### config.mk
export PLATFORM = sky130hd
export DESIGN_NAME = psum_bank_manager
export DESIGN_NICKNAME = d
export VERILOG_FILES = /design/src/rtl/psum_pkg.sv /design/src/rtl/psum_addr_seq.sv /design/src/rtl/psum_bank_manager.sv
export SDC_FILE = /design/constraint.sdc
export NUM_CORES = 1
export LEC_CHECK = 0
export BUFFER_PORTS_ARGS = -buffer_cell sky130_fd_sc_hd__buf_2
export CAP_MARGIN = 25
export CORE_ASPECT_RATIO = 1.75
export CORE_MARGIN = 4
export CORE_UTILIZATION = 30
export DETAILED_ROUTE_END_ITERATION = 8
export PLACE_DENSITY = 0.45
export REMOVE_ABC_BUFFERS = 1
export SYNTH_ARGS = -nofsm -noshare
export SYNTH_HDL_FRONTEND = slang
export SYNTH_SLANG_ARGS = --single-unit
### constraint.sdc
create_clock -name clk -period 5.77 [get_ports clk]
set_input_delay 0.2885 -clock clk [delete_from_list [all_inputs] [get_ports clk]]
set_output_delay 0.2885 -clock clk [all_outputs]
set_load 0.01 [all_outputs]
### src/rtl/psum_pkg.sv
// Shared types for the psum bank manager: bank indices, op descriptors and sequencer states.
package psum_pkg;

   localparam int unsigned NUM_BANKS   = 8;
   localparam int unsigned NUM_SMALL   = 4;
   localparam int unsigned SMALL_DEPTH = 16;
   localparam int unsigned BANK_W      = 3;
   localparam int unsigned SEQ2_W      = 16;
   // Descriptor fields are sized for the widest supported configuration.
   localparam int unsigned DESC_ADDR_W = 16;
   localparam int unsigned DESC_ID_W   = 16;

   typedef logic [BANK_W-1:0] bank_idx_t;

   typedef struct packed {
      bank_idx_t              bank;
      logic [DESC_ADDR_W-1:0] seq1;
      logic [SEQ2_W-1:0]      seq2;
      logic [DESC_ID_W-1:0]   id;
   } op_desc_t;

   typedef enum logic [1:0] {
      SEQ_IDLE = 2'd0,
      SEQ_RUN  = 2'd1,
      SEQ_DONE = 2'd2
   } seq_state_t;

   // Lowest-index free bank within the small (0-3) or big (4-7) class.
   function automatic bank_idx_t pick_bank(input logic [NUM_BANKS-1:0] busy, input logic big);
      bank_idx_t base;
      logic      found;
      base      = big ? BANK_W'(NUM_SMALL) : '0;
      pick_bank = base;
      found     = 1'b0;
      for (int i = 0; i < int'(NUM_SMALL); i++) begin
         if (!found && !busy[base + BANK_W'(i)]) begin
            pick_bank = base + BANK_W'(i);
            found     = 1'b1;
         end
      end
   endfunction

endpackage

### src/rtl/psum_addr_seq.sv
// Nested a/p address sequencer for one active psum operation, with one-cycle DONE reporting.
module psum_addr_seq
   import psum_pkg::*;
#(
   parameter int unsigned ADDR_WIDTH  = 8,
   parameter int unsigned OP_ID_WIDTH = 8
) (
   input  logic                   clk,
   input  logic                   reset,
   input  logic                   load,
   input  bank_idx_t              load_bank,
   input  logic [ADDR_WIDTH-1:0]  load_seq1,
   input  logic [SEQ2_W-1:0]      load_seq2,
   input  logic [OP_ID_WIDTH-1:0] load_id,
   output seq_state_t             state,
   output bank_idx_t              active_bank,
   output logic [2:0]             read_bank_index,
   output logic [ADDR_WIDTH-1:0]  read_address,
   output logic [ADDR_WIDTH-1:0]  write_address,
   output logic                   op_done,
   output logic [OP_ID_WIDTH-1:0] op_done_id
);

   logic [ADDR_WIDTH-1:0]  seq1_q;
   logic [SEQ2_W-1:0]      seq2_q;
   logic [SEQ2_W-1:0]      pass_q;
   logic [OP_ID_WIDTH-1:0] id_q;
   logic                   load_zero_c;
   logic                   last_addr_c;
   logic                   last_pass_c;

   assign load_zero_c = (load_seq1 == '0) || (load_seq2 == '0);
   assign last_addr_c = (read_address == seq1_q - ADDR_WIDTH'(1));
   assign last_pass_c = (pass_q == seq2_q - SEQ2_W'(1));

   // read_address doubles as the inner counter; write_address trails it by one cycle.
   always_ff @(posedge clk or posedge reset) begin
      if (reset) begin
         state           <= SEQ_IDLE;
         active_bank     <= '0;
         read_bank_index <= '0;
         read_address    <= '0;
         write_address   <= '0;
         op_done         <= 1'b0;
         op_done_id      <= '0;
         seq1_q          <= '0;
         seq2_q          <= '0;
         pass_q          <= '0;
         id_q            <= '0;
      end else begin
         write_address <= read_address;
         op_done       <= 1'b0;
         case (state)
            SEQ_IDLE, SEQ_DONE: begin
               if (load) begin
                  seq1_q       <= load_seq1;
                  seq2_q       <= load_seq2;
                  id_q         <= load_id;
                  active_bank  <= load_bank;
                  pass_q       <= '0;
                  read_address <= '0;
                  if (load_zero_c) begin
                     state           <= SEQ_DONE;
                     op_done         <= 1'b1;
                     op_done_id      <= load_id;
                     read_bank_index <= '0;
                  end else begin
                     state           <= SEQ_RUN;
                     read_bank_index <= load_bank;
                  end
               end else begin
                  state           <= SEQ_IDLE;
                  read_bank_index <= '0;
                  read_address    <= '0;
               end
            end
            SEQ_RUN: begin
               if (last_addr_c) begin
                  read_address <= '0;
                  if (last_pass_c) begin
                     state           <= SEQ_DONE;
                     op_done         <= 1'b1;
                     op_done_id      <= id_q;
                     read_bank_index <= '0;
                  end else begin
                     pass_q <= pass_q + SEQ2_W'(1);
                  end
               end else begin
                  read_address <= read_address + ADDR_WIDTH'(1);
               end
            end
            default: begin
               state           <= SEQ_IDLE;
               read_bank_index <= '0;
               read_address    <= '0;
            end
         endcase
      end
   end

endmodule

### src/rtl/psum_bank_manager.sv
// Psum bank allocator with one pending slot in front of the address sequencer.
module psum_bank_manager #(
   parameter int unsigned ADDR_WIDTH  = 8,
   parameter int unsigned OP_ID_WIDTH = 8,
   parameter int unsigned SMALL_DEPTH = 16
) (
   input  logic                   clk,
   input  logic                   reset,
   input  logic                   new_op_request,
   input  logic [ADDR_WIDTH-1:0]  seq1,
   input  logic [15:0]            seq2,
   input  logic [OP_ID_WIDTH-1:0] operation_id,
   output logic [2:0]             selected_bank,
   output logic                   assign_valid,
   output logic [2:0]             read_bank_index,
   output logic [ADDR_WIDTH-1:0]  read_address,
   output logic [ADDR_WIDTH-1:0]  write_address,
   output logic                   stall,
   output logic                   op_done,
   output logic [OP_ID_WIDTH-1:0] op_done_id
);

   import psum_pkg::*;

   logic [NUM_BANKS-1:0]   busy;
   op_desc_t               pending;
   logic                   pending_valid;
   seq_state_t             seq_state;
   bank_idx_t              active_bank;

   logic                   accept_c;
   logic                   big_c;
   bank_idx_t              chosen_c;
   logic                   seq_free_c;
   logic                   load_pending_c;
   logic                   load_new_c;
   logic                   seq_load_c;
   logic                   pending_valid_nxt_c;
   bank_idx_t              load_bank_c;
   logic [ADDR_WIDTH-1:0]  load_seq1_c;
   logic [15:0]            load_seq2_c;
   logic [OP_ID_WIDTH-1:0] load_id_c;

   assign accept_c   = new_op_request && !stall;
   assign big_c      = 32'(seq1) > 32'(SMALL_DEPTH);
   assign chosen_c   = pick_bank(busy, big_c);
   assign seq_free_c = (seq_state != SEQ_RUN);

   // A waiting op always takes the sequencer before a fresh request.
   assign load_pending_c = seq_free_c && pending_valid;
   assign load_new_c     = accept_c && seq_free_c && !pending_valid;
   assign seq_load_c     = load_pending_c || load_new_c;

   always_comb begin
      load_bank_c = chosen_c;
      load_seq1_c = seq1;
      load_seq2_c = seq2;
      load_id_c   = operation_id;
      if (load_pending_c) begin
         load_bank_c = pending.bank;
         load_seq1_c = ADDR_WIDTH'(pending.seq1);
         load_seq2_c = pending.seq2;
         load_id_c   = OP_ID_WIDTH'(pending.id);
      end
   end

   always_comb begin
      pending_valid_nxt_c = pending_valid;
      if (load_pending_c)
         pending_valid_nxt_c = 1'b0;
      if (accept_c && !load_new_c)
         pending_valid_nxt_c = 1'b1;
   end

   // A bank freed at this edge is still busy in chosen_c, so it cannot be reissued here.
   always_ff @(posedge clk or posedge reset) begin
      if (reset) begin
         busy          <= '0;
         pending       <= '0;
         pending_valid <= 1'b0;
         stall         <= 1'b0;
         selected_bank <= '0;
         assign_valid  <= 1'b0;
      end else begin
         assign_valid  <= accept_c;
         pending_valid <= pending_valid_nxt_c;
         stall         <= pending_valid_nxt_c;
         if (seq_state == SEQ_DONE)
            busy[active_bank] <= 1'b0;
         if (accept_c) begin
            busy[chosen_c] <= 1'b1;
            selected_bank  <= chosen_c;
            if (!load_new_c) begin
               pending.bank <= chosen_c;
               pending.seq1 <= DESC_ADDR_W'(seq1);
               pending.seq2 <= seq2;
               pending.id   <= DESC_ID_W'(operation_id);
            end
         end
      end
   end

   psum_addr_seq #(
      .ADDR_WIDTH  (ADDR_WIDTH),
      .OP_ID_WIDTH (OP_ID_WIDTH)
   ) u_addr_seq (
      .clk             (clk),
      .reset           (reset),
      .load            (seq_load_c),
      .load_bank       (load_bank_c),
      .load_seq1       (load_seq1_c),
      .load_seq2       (load_seq2_c),
      .load_id         (load_id_c),
      .state           (seq_state),
      .active_bank     (active_bank),
      .read_bank_index (read_bank_index),
      .read_address    (read_address),
      .write_address   (write_address),
      .op_done         (op_done),
      .op_done_id      (op_done_id)
   );

endmodule

-- Word-level counts from Yosys, hierarchy flattened
Index checks and enable logic that the tools add are counted.
- multiplexer cells: 53
- order comparisons: 9
- eq/ne operators: 10
- reduce and logical (&&, ||, !) cells: 30
- bitwise operators: 4
- add/sub/neg operators: 7
- operator list (cell ; count):
    two-way mux 8 bit ; 10
    two-way mux 16 bit ; 4
    case mux 16 bit (2 select lines) ; 1
    two-way mux 3 bit ; 9
    less-than comparator 3 x 4 -> 1 bit, second input constant ; 6
    adder 16 x 1 -> 16 bit, second input constant ; 1
    == test 16 bit ; 1
    zero test 16 bit ; 1
    case mux 8 bit (2 select lines) ; 1
    subtractor 16 x 1 -> 16 bit, second input constant ; 1
    two-way mux 1 bit ; 15
    binary-select mux 1 bit (select 3 bit) ; 4
    logical AND 1 bit ; 10
    adder 8 x 1 -> 8 bit, second input constant ; 1
    AND 8 bit ; 1
    == test 8 bit ; 1
    > comparator 8 x 5 -> 1 bit, second input constant ; 1
    zero test 8 bit ; 1
    two-way mux 2 bit ; 4
    != test 2 x 1 -> 1 bit, second input constant ; 4
    NOT 8 bit ; 1
    OR 8 bit ; 1
    subtractor 8 x 1 -> 8 bit, second input constant ; 1
    zero test 1 bit ; 7
    18 further kinds ; 26
- output and inout port bits: 33
- input port bits: 35
- word-level logic and storage cells: 132
- flip-flop bits (word level): 129

-- Longest topological paths before layout
Gate-level depths: netlist of run 1.
- depth in word-level cells: 20
- depth in mapped cells: 13
- mapped depth without buffers: 10

-- By module
Synthesis of run 1 repeated with hierarchy kept, for this count alone.
- cells, all modules: 647
- area, all modules: 6680.2 µm²
- modules (own cells, without submodules) (module ; instances ; cells each ; seq. area each (µm²) ; area each (µm²)):
    psum_addr_seq ; 1 ; 453 ; 2026.9 ; 4226.6
    psum_bank_manager ; 1 ; 194 ; 1201.2 ; 2453.6

-- Least setup slack after synthesis of run 1
No wires, ideal clock.
- kind: register to register
- start point: register u_addr_seq.seq2_q[0]
- end point: register u_addr_seq.op_done_id[0]
- path slack: 2.703 ns
- required time: 5.645 ns
- setup time: 0.125 ns
- stages on the path, launching flop included: 11
- arrival: 2.942 ns
- path through: dfrtp_1 -> inv_1 -> ha_1 -> or4b_1 -> clkbuf_2 -> nor3_1 -> mux2_2 -> o21ai_1 -> nand4_2 -> o32ai_4 -> mux2_2
- word-level cells in the longest chain between the ends: 4
- ends and longest elaborated chain (item ; line ; text):
    start, declared ; psum_addr_seq.sv:25 ; logic [SEQ2_W-1:0] seq2_q;
    start signal, assigned ; psum_addr_seq.sv:57 ; seq2_q <= load_seq2;
    subtractor 16 x 1 -> 16 bit ; psum_addr_seq.sv:34 ; assign last_pass_c = (pass_q == seq2_q - SEQ2_W'(1));
    == test 16 bit ; psum_addr_seq.sv:34 ;
    != test 2 x 1 -> 1 bit (no source line) ; n/a ;
    AND reduction 5 bit (no source line) ; n/a ;
    end signal, assigned ; psum_addr_seq.sv:65 ; op_done_id <= load_id;
    end signal, assigned ; psum_addr_seq.sv:83 ; op_done_id <= id_q;
    end, declared ; psum_addr_seq.sv:21 ; output logic [OP_ID_WIDTH-1:0] op_done_id
No other way between the ends.
A chain may end at the register's enable or synchronous reset.

-- Worst setup path in the final report of run 1
- start point: register u_addr_seq.seq2_q[0]
- end point: register u_addr_seq.pass_q[13]
- word-level cells in the longest chain between the ends: 4
- ends and longest elaborated chain (item ; line ; text):
    subtractor 16 x 1 -> 16 bit ; psum_addr_seq.sv:34 ;
    == test 16 bit ; psum_addr_seq.sv:34 ;
    != test 2 bit (no source line) ; n/a ;
    AND reduction 4 bit (no source line) ; n/a ;
    end signal, assigned ; psum_addr_seq.sv:86 ; pass_q <= pass_q + SEQ2_W'(1);
    end, declared ; psum_addr_seq.sv:26 ; logic [SEQ2_W-1:0] pass_q;
No other way between the ends.

==> results of run 1 <==
==> how the worst max path moves through the flow <==
stage	start	to	slack, ps	cells past startpoint
6_report	u_addr_seq.seq2_q[0]$_DFFE_PP0P_	u_addr_seq.pass_q[13]$_DFFE_PP0P_	2300	10
3_3_place_gp	u_addr_seq.seq2_q[0]$_DFFE_PP0P_	u_addr_seq.op_done_id[3]$_DFFE_PP0P_	2340	9
5_1_grt	u_addr_seq.seq2_q[0]$_DFFE_PP0P_	u_addr_seq.pass_q[13]$_DFFE_PP0P_	2050	10
2_1_floorplan	reset	assign_valid$_DFF_PP0_	2040	1
4_1_cts	u_addr_seq.seq2_q[0]$_DFFE_PP0P_	u_addr_seq.op_done_id[6]$_DFFE_PP0P_	2270	9
3_5_place_dp	u_addr_seq.seq2_q[0]$_DFFE_PP0P_	u_addr_seq.op_done_id[1]$_DFFE_PP0P_	2270	9
==> layout make-up <==
| class | instances | area [um^2] |
|---|---|---|
| clock buffer | 20 | 456.7 |
| clock inverter | 12 | 227.7 |
| fill | 2111 | 13290 |
| inverter | 12 | 47.55 |
| multi-input combinational | 452 | 3052 |
| sequential | 129 | 3228 |
| tap | 252 | 315.3 |
| timing repair buffer | 74 | 400.4 |
==> metrics by stage <==
stage | area, um^2 | total power [mW] | worst slack, ps | utilization
floorplan | 6315 | 2.310 | 2041 | -
global placement | 7023 | 2.640 | 2345 | 0.3341
detailed placement | 7043 | 2.693 | 2274 | 0.3351
CTS | 7727 | 3.956 | 2268 | 0.3676
global route | 7727 | 4.175 | 2047 | 0.3676
finish | 7727 | 3.898 | 2304 | 0.3676
==> registers in the layout (all words and copies together), names as in the netlist, 8 cells and up <==
signal and count:
pending 35, u_addr_seq.pass_q 16, u_addr_seq.seq2_q 16, busy 8, u_addr_seq.id_q 8, u_addr_seq.op_done_id 8, u_addr_seq.read_address 8, u_addr_seq.seq1_q 8
u_addr_seq.write_address 8
==> per-layer routing <==
metal | track usage | up-vias | wire [um]
met5 | 0 | - | 0
met1 | 0.1495 | 2428 | 6261
met2 | 0.2655 | 74 | 9180
met4 | 0.05843 | 0 | 384
li1 | - | 2375 | -
met3 | 0.02940 | 16 | 451
==> cell families after synthesis <==
kind of cell    after synthesis  share of synthesized area
compound gates              125                     0.1135
xor+xnor                     32                    0.04345
fa+ha+maj                     4                   0.007760
buf+inv                      43                    0.02793
flops                       129                     0.5005
mux                          85                     0.1404
simple gates                206                     0.1664
==> cell usage after synthesis (3+ instances only) <==
master and instances:
nor4_1 16, and3_1 5, xnor2_1 17, nand3_1 15, o31ai_1 8, a21oi_1 22, dfrtp_1 129, or3_1 13
xor2_1 15, nor2b_1 4, nor4b_1 3, o21ai_0 73, clkbuf_1 22, ha_1 4, inv_1 12, nand3b_1 3
nand2_1 60, and2_1 3, nand4_1 11, mux2_2 43, nor3_1 9, nor2_1 34, a211oi_1 3, or2_2 4
buf_1 4, nand2b_1 9, mux2i_1 41, or4_1 7
==> power breakdown <==
part           switching, mW  internal [mW]  total (mW)
registers              0.330           1.22        1.55
clock network          0.408          0.837        1.25
logic                  0.571          0.528        1.10
==> impl_metrics.tcl, run 1 <==
set metrics [dict create \
    synthArstFlopShare 1.000 \
    p_per_area_mw_per_mm2 504.5 \
    cts_buffer_depth 2 \
    cpMostUsedCell "or4_1" \
    worst-setup-path-type "flip-flop to flip-flop" \
    dr.pass1.iters 4 \
    post-cts-setup-buffers 0 \
    dieArea_mm2 0.02400 \
    reg2reg_depth 10 \
    report.final.slew_viol_count 0 \
    routed_via_density 5.145 \
    cts_tree "built" \
    start_kind "flip-flop" \
    timing.hold.ws_ps 8.619 \
    htree_levels 4 \
    netlist.area_leader.share 0.5005 \
    reg2reg_slack_ps 2300 \
    worstSetupEndpointType "flip-flop" \
    final_cell_mix "dfrtp_1, o21ai_0, buf_2, nand2_1, mux2_2" \
    reg2reg_from "u_addr_seq.seq2_q[0]$_DFFE_PP0P_" \
    seq_area_frac_synth 0.5005 \
    antenna_found_initial 0 \
    yosys.area.top_type "dfrtp_1" \
    relSlewSlack 0.3886 \
    avgSynthCellArea_um2 10.34 \
    syn_to_final_growth_pct 19.81 \
    hold_viol 0 \
    die_h_um 202.0 \
    gp_congestion 0.8162 \
    cts_resized 0 \
    critPathMaxFanout 20 \
    worst_path_largest_cell_delay_ps 600 \
    yosys_warnings 0 \
    grt_start_max_net_pins 72 \
    yosysUniqueCellTypes 54 \
    fin_crit_sh 0.6007 \
    vdd.ir_drop.worst_mv 0.1955 \
    post-dp-hpwl_mm 11.85 \
    tightest_slew_ps 917.1 \
    r2r_end "u_addr_seq.pass_q[13]$_DFFE_PP0P_" \
    die-width_um 118.8 \
    start_util 0.3068 \
    finalSetupViolations 0 \
    num_rows 70 \
    clk_latency_ps 410 \
    ys_ff_latch 129 \
    root_buffer "clkbuf_16" \
    grt-ovfl-total 0 \
    synth_ff_type "dfrtp_1" \
    hold_buffers 0 \
    hold_path_class "input pin to async pin" \
    crit_buf_inv 1 \
    path_clk_slew_ps 60 \
    period_needed_ps 3466 \
    mostFrequentLayoutCell "dfrtp_1" \
    skew_ps 8.399 \
    cp_data_arrival_time_ps 3810 \
    grt_pass1_wl_mm 26.67 \
    path_cells "inv_1 -> ha_1 -> or4b_1 -> or4_1 -> a32oi_1 -> o21ai_1 -> nand4_2 -> nand2_1 -> or4_1 -> a21oi_1" \
    wirelength_mm 16.28 \
    final_cells 951 \
    cp.required_ps 6110 \
    drc 0 \
    io_pins 68 \
    status "completed" \
    dp.cells 919 \
    drive_gt1_frac 0.2318 \
    ys_top_cells_by_area "dfrtp_1, mux2_2, mux2i_1" \
    grt_usage 0.1407 \
    maxCapViolCount 0 \
    drt_iter0_drc 162 \
    core_mm2 0.02102 \
    max_freq_mhz 288.5 \
    cts-buffers-inserted 17 \
    portBuffers 67 \
    num_vias 4893 \
    total_leakage_power_nw 3.496 \
    first_global_vias 5077 \
    netlist_area_mm2 0.006450 \
    postSynthCellCount 624 \
    synth_edf_count 0 \
    setup_tns_ps 0 \
    rsz0062_at_grt "false" \
    antenna_left 0 \
    nets 725 \
    insertedDiodeCount 0 \
    wl_per_cell_um 17.12 \
    cts.sinks 129 \
    cpMaxStageDelayCell "or4b_1" \
    critPathTopFamily "simple AND/OR/NAND/NOR gates" \
]
Power figures use the tool's default switching activity.
==> inputs of run 2 (changes only) <==
- clock period: 5.77 -> 3.6 ns (I/O delays scaled with it)
==> impl_metrics.tcl, run 2 (same netlist as run 1, synthesis figures left out) <==
set metrics [dict create \
    hold_viol 0 \
    nets 734 \
    p_sw_mw 2.136 \
    reg2reg_depth 10 \
    endpoint "u_addr_seq.op_done_id[6]$_DFFE_PP0P_" \
    worstSetupEndpointType "flip-flop" \
    cts.sinks 129 \
    first_global_vias 5190 \
    relSlewSlack 0.4332 \
    clk_latency_ps 420 \
    placed_area_mm2 0.007076 \
    largest-register "pending" \
    worst_path_largest_cell_delay_ps 600 \
    reg2reg_slack_ps 270 \
    reg2reg_from "u_addr_seq.seq2_q[0]$_DFFE_PP0P_" \
    startpoint "u_addr_seq.seq2_q[0]$_DFFE_PP0P_" \
    swShare 0.3660 \
    cts-buffers-inserted 17 \
    hold_path_class "input pin to flip-flop" \
    antenna_left 0 \
    vdd.ir_drop.worst_mv 0.3117 \
    grt-ovfl-total 0 \
    tightest_slew_ps 843.6 \
    clkPwrFrac 0.269 \
    largest_reg_flops 35 \
    r2r_end "u_addr_seq.op_done_id[6]$_DFFE_PP0P_" \
    fin_ws_ps 266.8 \
    wirelength_mm 16.46 \
    die_h_um 202.0 \
    io_pins 68 \
    cp.required_ps 3900 \
    dieArea_mm2 0.02400 \
    critPathMaxFanout 8 \
    n_fill_cell 2132 \
    mostFrequentLayoutCell "dfrtp_1" \
    grt_pass1_wl_mm 27.06 \
    crit_buf_inv 2 \
    cpMostUsedCell "mux2_2" \
    maxCapViolCount 0 \
    start_kind "flip-flop" \
    htree_levels 4 \
    die-width_um 118.8 \
    syn_to_final_growth_pct 18.70 \
    cts_tree "built" \
    portBuffers 67 \
    path_depth 10 \
    wl_per_cell_um 17.15 \
    worst-setup-path-type "flip-flop to flip-flop" \
    core_mm2 0.02102 \
    path_clk_slew_ps 60 \
    power_frac_comb 0.305 \
    num_vias 4940 \
    cp_data_arrival_time_ps 3630 \
    start_util 0.3068 \
    status "completed" \
    path_cells "inv_1 -> ha_1 -> or4b_1 -> nor3_1 -> mux2_2 -> o21ai_1 -> nand4_2 -> o32ai_4 -> buf_12 -> mux2_2" \
    period_needed_ps 3333 \
    drive_gt1_frac 0.2415 \
    routed_via_density 5.146 \
    reg_top3 "pending: 35 flops, u_addr_seq.pass_q: 16 flops, u_addr_seq.seq2_q: 16 flops" \
    grt_usage 0.1422 \
    insertedDiodeCount 0 \
    dr.pass1.iters 4 \
    cpMaxStageDelayCell "or4b_1" \
    final_cell_mix "dfrtp_1, o21ai_0, buf_2, nand2_1, mux2_2" \
    post-dp-hpwl_mm 12.11 \
    p_seq_frac 0.427 \
    final_cell_area_mm2 0.007656 \
    num_rows 70 \
    skew_ps 8.225 \
    finalSetupViolations 0 \
    drc 0 \
    root_buffer "clkbuf_16" \
    grt_start_max_net_pins 58 \
    critPathTopFamily "simple AND/OR/NAND/NOR gates" \
    max_freq_mhz 300.0 \
    rsz0062_at_grt "false" \
    drt_iter0_drc 148 \
    place_worst_setup_slack_ps 164.9 \
    fin_crit_sh 0.9259 \
    cts_buffer_depth 2 \
    p_per_area_mw_per_mm2 762.2 \
    gp_congestion 0.8054 \
    antenna_found_initial 0 \
    report.final.slew_viol_count 0 \
    total_leakage_power_nw 3.454 \
    internal_power_mw 3.699 \
]
[run 2: cell types whose count changed in the layout (fill, tap and decap cells not counted)]
cell           before  now
clkinv_4            2    3
inv_6               2    3
clkbuf_8            2    0
clkbuf_1            1    0
nand2_2             1    2
clkinv_2            1    3
nand2_1            59   58
dlygate4sd3_1       0    2
clkinvlp_4          1    6
bufinv_16           6    0
buf_4               6   13
[run 2: cell type report]
cell class / count / area (um^2) / share of cell area
clock inverter: 15 / 112.6 / 0.01471
clock buffer: 17 / 425.4 / 0.05556
inverter: 12 / 47.55 / 0.006210
tap: 252 / 315.3 / 0.04118
sequential: 129 / 3228 / 0.4216
multi-input combinational: 452 / 3054 / 0.3989
timing repair buffer: 83 / 473.0 / 0.06177
[run 2: how the worst min path moves through the flow]
| stage | start | endpoint | depth (start not counted) |
|---|---|---|---|
| after floorplan | new_op_request | pending_valid$_DFFE_PP0P_ | 2 |
| after global placement | reset | u_addr_seq.write_address[4]$_DFF_PP0_ | 2 |
| after detailed placement | reset | u_addr_seq.read_address[1]$_DFF_PP0_ | 2 |
| after CTS | seq2[13] | pending[29]$_DFFE_PP0P_ | 2 |
| after global routing | seq2[11] | pending[27]$_DFFE_PP0P_ | 2 |
| final | seq2[13] | pending[29]$_DFFE_PP0P_ | 2 |
[run 2: power groups by stage]
stage                     Clock, mW  Combinational [mW]  Sequential (mW)
after floorplan                   0                1.29             2.41
after global placement            0                1.75             2.49
after detailed placement          0                1.80             2.52
after CTS                      1.61                1.81             2.50
after global routing           1.67                2.02             2.58
final                          1.57                1.78             2.49
[run 2: layer usage]
layer,part of all wire,GRT usage
met5,0,0
met1,0.39,0.1520
met3,0.025,0.02688
met4,0.029,0.06797
met2,0.56,0.2651
[run 2: worst register-to-register path: cells and delay by family, from the launching register on]
kind / cells / cell delay [ps]
simple gates: 3 / 1160
flops: 1 / 430
fa+ha+maj: 1 / 200
mux: 2 / 700
buf+inv: 2 / 240
compound gates: 2 / 500
[run 2: repair_timing]
action	4_1_cts	5_1_grt
hold endpoints to repair	52	0
hold buffers	2	0
gates resized for setup	0	1
endpoints found under the setup margin	0	13
setup buffers	0	1
[run 2: stage by stage]
step / hold slack (ps) / setup TNS, ps / utilization / power [mW] / cells
finish: 23.39 / 0 / 0.3642 / 5.836 / 960
global route: 19.92 / 0 / 0.3642 / 6.267 / 960
CTS: 2.268 / 0 / 0.3632 / 5.921 / 959
detailed placement: 346.8 / 0 / 0.3366 / 4.318 / 925
global placement: 338.0 / 0 / 0.3366 / 4.247 / 925
floorplan: 321.0 / -2708 / - / 3.702 / 593
